<file path="src/rtl/vga_frame_engine.sv">
// rtl/vga_frame_engine.sv - VGA timing, windowed framebuffer fetch and pixel output
// Optional colour-bar generator enabled by defining VGA_TEST_PATTERN_EN.
module vga_frame_engine #(
  parameter int          H_ACTIVE  = 640,
  parameter int          H_FP      = 16,
  parameter int          H_SYNC    = 96,
  parameter int          H_BP      = 48,
  parameter int          V_ACTIVE  = 480,
  parameter int          V_FP      = 10,
  parameter int          V_SYNC    = 2,
  parameter int          V_BP      = 33,
  parameter int          SYNC_POL  = 0,
  parameter int          IMG_W     = 256,
  parameter int          IMG_H     = 256,
  parameter int          SCALE     = 1,
  parameter int          ADDR_W    = 18,
  parameter int          DATA_W    = 32,
  parameter int          MEM_LAT   = 1,
  parameter int          PIX_FMT   = 0,
  parameter int          IMG0_BASE = 0,
  parameter int          IMG1_BASE = IMG_W * IMG_H,
  parameter logic [23:0] BORDER    = 24'h000000
) (
  input  logic              clk,
  input  logic              rst,
  input  logic              image_sel,
  input  logic              enable,
`ifdef VGA_TEST_PATTERN_EN
  input  logic              test_mode,
`endif
  output logic [ADDR_W-1:0] mem_addr,
  output logic              mem_rd_en,
  input  logic [DATA_W-1:0] mem_data,
  output logic              frame_start,
  output logic [7:0]        VGA_R,
  output logic [7:0]        VGA_G,
  output logic [7:0]        VGA_B,
  output logic              VGA_HS,
  output logic              VGA_VS,
  output logic              VGA_BLANK_N,
  output logic              VGA_SYNC_N
);
  localparam int   H_TOTAL = H_ACTIVE + H_FP + H_SYNC + H_BP;
  localparam int   V_TOTAL = V_ACTIVE + V_FP + V_SYNC + V_BP;
  localparam int   HW      = $clog2(H_TOTAL);
  localparam int   VW      = $clog2(V_TOTAL);
  localparam int   LAT     = MEM_LAT;
  localparam logic POL     = (SYNC_POL != 0);

  logic [HW-1:0]       h_q, h_d;
  logic [VW-1:0]       v_q, v_d;
  logic [3:0]          sub_q, sub_d, rsub_q, rsub_d;
  logic [ADDR_W-1:0]   col_q, col_d, row_q, row_d, hold_q;
  logic                img_q, img_d, line_en_q, fs_q;
  logic                h_wrap, v_wrap, f_wrap;
  logic                hs_raw, vs_raw, vis_raw, inwin_raw, line_en, rd_en;
  logic [ADDR_W-1:0]   base;
  logic [LAT:0][2:0]   spipe_q;
  logic [LAT-1:0][1:0] cpipe_q;
  logic [23:0]         pix, rgb_d, rgb_q;
`ifdef VGA_TEST_PATTERN_EN
  logic                tm_q;
  logic [2:0]          bar_q;
  logic [HW-1:0]       bar_px_q;
  logic [LAT-1:0][3:0] tpipe_q;
`endif

  always_comb begin
    h_wrap    = (32'(h_q) == H_TOTAL - 1);
    v_wrap    = (32'(v_q) == V_TOTAL - 1);
    f_wrap    = h_wrap && v_wrap;
    hs_raw    = (32'(h_q) >= H_ACTIVE + H_FP) && (32'(h_q) < H_ACTIVE + H_FP + H_SYNC);
    vs_raw    = (32'(v_q) >= V_ACTIVE + V_FP) && (32'(v_q) < V_ACTIVE + V_FP + V_SYNC);
    vis_raw   = (32'(h_q) < H_ACTIVE) && (32'(v_q) < V_ACTIVE);
    inwin_raw = vis_raw && (32'(h_q) < IMG_W * SCALE) && (32'(v_q) < IMG_H * SCALE);
    // enable is taken live at h=0 so the first line after reset already honours it
    line_en   = (h_q == '0) ? enable : line_en_q;
    rd_en     = inwin_raw && line_en && !rst;
`ifdef VGA_TEST_PATTERN_EN
    rd_en     = rd_en && !tm_q;
`endif
    base      = img_q ? ADDR_W'(IMG1_BASE) : ADDR_W'(IMG0_BASE);
    mem_addr  = rd_en ? (base + row_q + col_q) : hold_q;
    mem_rd_en = rd_en;
  end

  always_comb begin
    h_d = h_wrap ? '0 : h_q + 1'b1;
    v_d = v_q;
    if (h_wrap) v_d = v_wrap ? '0 : v_q + 1'b1;
    sub_d = sub_q + 1'b1;
    col_d = col_q;
    if (h_wrap) begin
      sub_d = '0;
      col_d = '0;
    end else if (32'(sub_q) == SCALE - 1) begin
      sub_d = '0;
      col_d = col_q + 1'b1;
    end
    rsub_d = rsub_q;
    row_d  = row_q;
    if (f_wrap) begin
      rsub_d = '0;
      row_d  = '0;
    end else if (h_wrap) begin
      if (32'(rsub_q) == SCALE - 1) begin
        rsub_d = '0;
        row_d  = row_q + ADDR_W'(IMG_W);
      end else begin
        rsub_d = rsub_q + 1'b1;
      end
    end
    img_d = f_wrap ? image_sel : img_q;
  end

  always_ff @(posedge clk or posedge rst) begin
    if (rst) begin
      h_q       <= '0;
      v_q       <= '0;
      sub_q     <= '0;
      col_q     <= '0;
      rsub_q    <= '0;
      row_q     <= '0;
      hold_q    <= '0;
      img_q     <= 1'b0;
      line_en_q <= 1'b0;
      fs_q      <= 1'b0;
    end else begin
      h_q       <= h_d;
      v_q       <= v_d;
      sub_q     <= sub_d;
      col_q     <= col_d;
      rsub_q    <= rsub_d;
      row_q     <= row_d;
      hold_q    <= mem_addr;
      img_q     <= img_d;
      line_en_q <= line_en;
      fs_q      <= f_wrap;
    end
  end

`ifdef VGA_TEST_PATTERN_EN
  always_ff @(posedge clk or posedge rst) begin
    if (rst) begin
      tm_q     <= 1'b0;
      bar_q    <= '0;
      bar_px_q <= '0;
    end else begin
      if (f_wrap) tm_q <= test_mode;
      if (h_wrap) begin
        bar_q    <= '0;
        bar_px_q <= '0;
      end else if (32'(bar_px_q) == H_ACTIVE / 8 - 1) begin
        bar_q    <= bar_q + 1'b1;
        bar_px_q <= '0;
      end else begin
        bar_px_q <= bar_px_q + 1'b1;
      end
    end
  end
`endif

  // Sync/blank travel LAT+1 stages; colour controls need only LAT to meet mem_data
  always_ff @(posedge clk or posedge rst) begin
    if (rst) begin
      spipe_q <= '0;
      cpipe_q <= '0;
      rgb_q   <= '0;
`ifdef VGA_TEST_PATTERN_EN
      tpipe_q <= '0;
`endif
    end else begin
      spipe_q[0] <= {hs_raw, vs_raw, vis_raw};
      for (int i = 1; i <= LAT; i++) spipe_q[i] <= spipe_q[i-1];
      cpipe_q[0] <= {vis_raw, inwin_raw && line_en};
      for (int i = 1; i < LAT; i++) cpipe_q[i] <= cpipe_q[i-1];
`ifdef VGA_TEST_PATTERN_EN
      tpipe_q[0] <= {tm_q, bar_q};
      for (int i = 1; i < LAT; i++) tpipe_q[i] <= tpipe_q[i-1];
`endif
      rgb_q <= rgb_d;
    end
  end

  always_comb begin
    pix   = (PIX_FMT != 0) ? mem_data[23:0] : {3{mem_data[7:0]}};
    rgb_d = 24'h000000;
    if (cpipe_q[LAT-1][1]) rgb_d = cpipe_q[LAT-1][0] ? pix : BORDER;
`ifdef VGA_TEST_PATTERN_EN
    // bar index b: R = ~b[1], G = ~b[2], B = ~b[0] gives white..black order
    if (cpipe_q[LAT-1][1] && tpipe_q[LAT-1][3])
      rgb_d = {{8{~tpipe_q[LAT-1][1]}}, {8{~tpipe_q[LAT-1][2]}}, {8{~tpipe_q[LAT-1][0]}}};
`endif
  end

  assign frame_start = fs_q;
  assign VGA_R       = rgb_q[23:16];
  assign VGA_G       = rgb_q[15:8];
  assign VGA_B       = rgb_q[7:0];
  assign VGA_HS      = spipe_q[LAT][2] ? POL : ~POL;
  assign VGA_VS      = spipe_q[LAT][1] ? POL : ~POL;
  assign VGA_BLANK_N = spipe_q[LAT][0];
  assign VGA_SYNC_N  = 1'b0;
endmodule

</file>
<file path="config.mk">
export PLATFORM = sky130hd
export DESIGN_NAME = vga_frame_engine
export DESIGN_NICKNAME = d
export VERILOG_FILES = /design/src/rtl/vga_frame_engine.sv
export SDC_FILE = /design/constraint.sdc
export NUM_CORES = 1
export LEC_CHECK = 0
export BUFFER_PORTS_ARGS = -buffer_cell sky130_fd_sc_hd__buf_2
export CAP_MARGIN = 10
export CORE_MARGIN = 3
export CORE_UTILIZATION = 63
export CTS_BUF_LIST = sky130_fd_sc_hd__clkbuf_8
export DETAILED_ROUTE_END_ITERATION = 10
export GPL_ROUTABILITY_DRIVEN = 0
export MAX_ROUTING_LAYER = met4
export PLACE_DENSITY_LB_ADDON = 0.05
export SLEW_MARGIN = 20
export SYNTH_ARGS = -nofsm -noshare
export SYNTH_HDL_FRONTEND = slang
export SYNTH_SLANG_ARGS = --single-unit
</file>
<file path="constraint.sdc">
create_clock -name clk -period 6.2 [get_ports clk]
set_input_delay 0 -clock clk [delete_from_list [all_inputs] [get_ports clk]]
set_output_delay 0 -clock clk [all_outputs]
set_load 0.005 [all_outputs]
</file>
### Word-level counts from Yosys, hierarchy flattened

Cells that the tools add are included.

* word-level logic and storage cells: 67
* input bits: 36
* flip-flop bits (word level): 117
* output and inout bits: 48

* add/sub/neg operators: 8
* equal/unequal tests: 2
* magnitude comparators: 8
* reduce and logical (&&, ||, !) cells: 16
* muxes and demuxes: 19

Operator list (count)
* 18-bit two-way mux: 6
* 24-bit two-way mux: 2
* 10-bit by 9-bit less-than comparator with 1-bit output, second input constant: 4
* 10-bit by 1-bit adder with 10-bit output, second input constant: 2
* 10-bit == test, second input constant: 2
* 10-bit less-than comparator, second input constant: 2
* 10-bit two-way mux: 2
* 4-bit two-way mux: 5
* 17-bit by 18-bit adder with 18-bit output: 1
* 18-bit by 1-bit adder with 18-bit output, second input constant: 1
* 18-bit adder: 1
* 18-bit by 9-bit adder with 18-bit output, second input constant: 1
* 17-bit two-way mux: 1
* 10-bit greater-or-equal comparator, second input constant: 1
* 10-bit by 9-bit greater-or-equal comparator with 1-bit output, second input constant: 1
* 10-bit zero test: 1
* 4-bit by 1-bit adder with 4-bit output, second input constant: 2
* 1-bit logical AND: 8
* 4-bit zero test: 2
* 2-bit nonzero test: 3
* 1-bit two-way mux: 3
* 2-bit AND reduction: 1
* 1-bit zero test: 1

### Depth between registers and ports, before layout

* depth after elaboration: 7
* mapped depth: 9
* depth with buffers taken out: 7

### Worst setup path after synthesis

Ideal clock, no wire load.

* path kind: reg2reg
* start point: register h_q[4]
* end point: register hold_q[16]
* library setup time: 0.135 ns
* required time: 6.065 ns
* buffers on the path: 1
* stages on the path, launching flop included: 7
* slack: 4.046 ns
* period minus slack after synthesis: 2.154 ns
* arrival: 2.019 ns
* cells stage by stage: dfrtp_1 or4_4 o41ai_4 a211oi_2 buf_6 o2111a_1 a211o_1

* longest elaborated chain between the ends: 7
* elaborated cells on any way between the ends: 10
* those cells by class: 2 x order compare; 2 x mux; 6 x reduce/logical

Ends and longest elaborated chain
* start, declared: line 50 `logic [HW-1:0] h_q, h_d;`
* start signal, assigned: line 118 `h_q <= '0;`
* start signal, assigned: line 129 `h_q <= h_d;`
* 10-bit less-than comparator: line 74 `vis_raw = (32'(h_q) < H_ACTIVE) && (32'(v_q) < V_ACTIVE);`
* 1-bit logical AND: line 74
* 1-bit logical AND (2 in a row): line 75 `inwin_raw = vis_raw && (32'(h_q) < IMG_W * SCALE) && (32'(v_q) < IMG_H * SCALE);`
* 1-bit logical AND (*) (2 in a row): line 78 `rd_en = inwin_raw && line_en && !rst;`
* 18-bit two-way mux (*): line 83 `mem_addr = rd_en ? (base + row_q + col_q) : hold_q;`
* named net mem_addr[16]: line 31 `output logic [ADDR_W-1:0] mem_addr,`
* end signal, assigned: line 135 `hold_q <= mem_addr;`
* end, declared: line 53 `logic [ADDR_W-1:0] col_q, col_d, row_q, row_d, hold_q;`

The timed path passes the listed nets; every way through them passes the cells marked *.
A chain may end at the register's enable or synchronous reset.

### Worst setup path after layout

* start point: register h_q[0]
* end point: output port mem_addr[15]

* longest elaborated chain between the ends: 7
* elaborated cells on any way between the ends: 10
* those cells by class: 2 x order compare; 2 x mux; 6 x reduce/logical

Ends and longest elaborated chain (line)
* 10-bit less-than comparator: 74
* 1-bit logical AND: 74
* 1-bit logical AND (2 in a row): 75
* 1-bit logical AND (*) (2 in a row): 78
* 18-bit two-way mux (*): 83
* end, declared: 31

Every way passes the cells marked *; elsewhere a longest branch is shown, timed or not.

==> impl_metrics.py <==
metrics = {
    "power": {
        "power.density_nw_per_um2": 194,
        "p_clk_share_pct": 37.0,
        "peakVddDrop_v": 0.000131,
        "p_int_mw": 0.828,
        "power.leakage_nw": 2.61,
        "p_total_mw": 1.06,
        "p_seq_share_pct": 57.9,
        "p_sw_share_pct": 22.0,
        "p_comb_share_pct": 5.1,
        "p_switching_mw": 0.234,
    },
    "sta": {
        "post-route-period-util_pct": 46.6,
        "hold_ws_ps": 22.5,
        "fmax_mhz": 346,
        "slew_headroom_pct": 39.9,
        "skew_ps": 14.2,
        "period_minus_slack_ps": 2890,
        "setup_viol": 0,
        "slew_violations": 0,
        "tns_ps": 0,
        "hold_violations": 0,
        "rsz0062_at_grt": "no",
        "worst_pin_slew_ps": 902,
    },
    "min_path": {
        "hp-class": "primary input to flop",
    },
    "logic_synthesis": {
        "ys_seq_area_share_pct": 46.8,
        "synth_seq_cells": 92,
        "synth_edf_count": 0,
        "yosys.cell_types.count": 56,
        "syn_area_per_cell_sq_um": 9.97,
        "synth_warnings": 0,
        "async_flop_share_pct": 100,
        "syn-cell-area_sq_um": 4920,
        "synth_ff_type": "dfrtp_1",
        "synth_cells": 493,
    },
    "grt": {
        "grt_usage_pct": 24.4,
        "grt_overflow": 0,
        "grt_pass1_vias": 3539,
        "grt_max_degree": 76,
        "grt_pass1_wl_um": 16700,
        "antenna_found_initial": 0,
    },
    "die": {
        "die_y_um": 94.3,
        "num_io_pins": 84,
        "die_area_sq_um": 8900,
        "chipWidth_um": 94.3,
        "core_sq_um": 7410,
        "rows": 31,
        "initial_core_util_pct": 66.4,
    },
    "clock_network": {
        "cts_setup_buffers": 0,
        "clock_latency_ps": 360,
        "cts_resized": 0,
        "clk_pin_slew_ps": 80,
        "cts_buffer_depth": 2,
        "cts_tree": "yes",
        "cts-root-buf": "clkbuf_8",
        "cts_htree_levels": 3,
        "cts_buffers": 9,
        "clock-sinks": 92,
        "postCtsHoldBufs": 10,
    },
    "finish": {
        "antennaDiodeCount": 0,
        "layout.cells.non_filler": 645,
        "fin_area_sq_um": 5460,
        "layout-drive-gt1-share_pct": 17.6,
        "fin_nets": 609,
        "final_cell_mix": "92 x dfrtp_1, 58 x buf_2, 40 x nor2_1, 31 x nand2_1, 30 x o21ai_0",
        "syn_to_final_growth_pct": 11.1,
        "final_common_cell": "dfrtp_1",
    },
    "worst_setup_path": {
        "arrival_ps": 2890,
        "worstPathMaxFanout": 32,
        "cp-start-kind": "flop",
        "required_ps": 6200,
        "end_kind": "output pin",
        "worstSetupPathType": "flop to output pin",
    },
    "routing": {
        "via_per_inst": 5.70,
        "dr.pass1.iters": 4,
        "wl_per_cell_um": 14.9,
        "vias": 3679,
        "wl_um": 9640,
        "ant_nets": 0,
        "drtIter0Drc": 239,
        "route.detailed.drc": 0,
    },
    "placed_design": {
        "dp.final_hpwl_um": 6590,
        "portBuffers": 58,
        "dpl.cell_count": 621,
        "place_area_sq_um": 5170,
    },
    "status": {
        "status": "finished clean",
    },
    "run": {
        "maxCapViolCount": 0,
    },
}
[per-stage QoR]
step	util (%)	setup slack, ps
2_1_floorplan	-	3810
3_3_place_gp	69.8	3590
3_5_place_dp	69.8	3540
4_1_cts	73.7	3260
5_1_grt	73.7	3110
6_report	73.7	3310
[sequential cells by signal, indices dropped and copies added (netlist names), 4 cells and up]
name and flops:
rgb_q 8, spipe_q 5, v_q 10, row_q 10
hold_q 18, sub_q 4, h_q 10, rsub_q 4
col_q 18
[power by group through the flow]
stage	registers (mW)	clock network (mW)	logic (mW)
floorplan	0.626	0	0.0341
global placement	0.625	0	0.0494
detailed placement	0.626	0	0.0507
CTS	0.614	0.405	0.0559
global route	0.615	0.429	0.0619
finish	0.614	0.392	0.0546
[synth_stat cells, drive strengths merged, types with 3 or more instances]
master  instances  area, sq um
or4             4         33.8
nand2          31          116
nand4          13         81.3
xnor2          26          228
nor4            6         50.0
nand3          25          125
a21oi          24          120
and3           17          106
mux2            9          101
and2            4         25.0
xor2           15          131
nor3            9         45.0
a31oi           5         31.3
nor3b           3         22.5
or3             5         31.3
buf            23          170
dfrtp          92         2300
clkbuf         12         46.3
ha             29          363
inv            24         90.1
nor2           41          161
o31ai           5         37.5
nand2b          4         25.0
o21ai          38          190
[layout make-up]
class | instances | area, sq um
sequential | 92 | 2300
inverter | 24 | 91.3
clock inverter | 4 | 51.3
tap | 99 | 124
clock buffer | 10 | 138
multi-input combinational | 343 | 2330
timing repair buffer | 73 | 428
fill | 567 | 1950
[worst max-delay path: stages (launching register included)]
cell and delay, ps:
dfrtp_1 430, inv_1 80, ha_1 170, nor3b_1 190, nand4_1 240, a211oi_4 280
buf_4 340, or4bb_1 520, nand3_1 120, buf_2 130
[path summary, 6_finish.rpt]
path / endpoint / startpoint / slack, ps / depth (start not counted)
worst max-delay path: mem_addr[15] / h_q[0] / 3310 / 9
worst min-delay path: line_en_q / enable / 20 / 3
worst max register to register: rsub_q[3] / h_q[0] / 3520 / 6
worst min register to register: spipe_q[5] / spipe_q[2] / 370 / 0
max in group asynchronous: hold_q[14] / rst / 4860 / 4
min in group asynchronous: h_q[6] / rst / 150 / 3
[per-layer routing]
layer	global-route usage, %	part of all wire (%)	vias to the layer above
li1	-	-	1799
met2	39.9	49	82
met1	31.3	45	1787
met3	5.34	4.5	11
met4	6.02	1.0	0
met5	-	0	-
[kinds of logic (layout without fill, tap and decap cells)]
group,Yosys count,after routing,share of synthesized area (%)
compound gates,88,88,11.0
xor+xnor,41,41,7.30
fa+ha+maj,30,30,7.79
buf+inv,59,111,6.24
flops,92,92,46.8
mux,11,11,2.47
other cells,1,2,0.0763
simple gates,171,171,18.3
(Power assumes the default switching activity.)
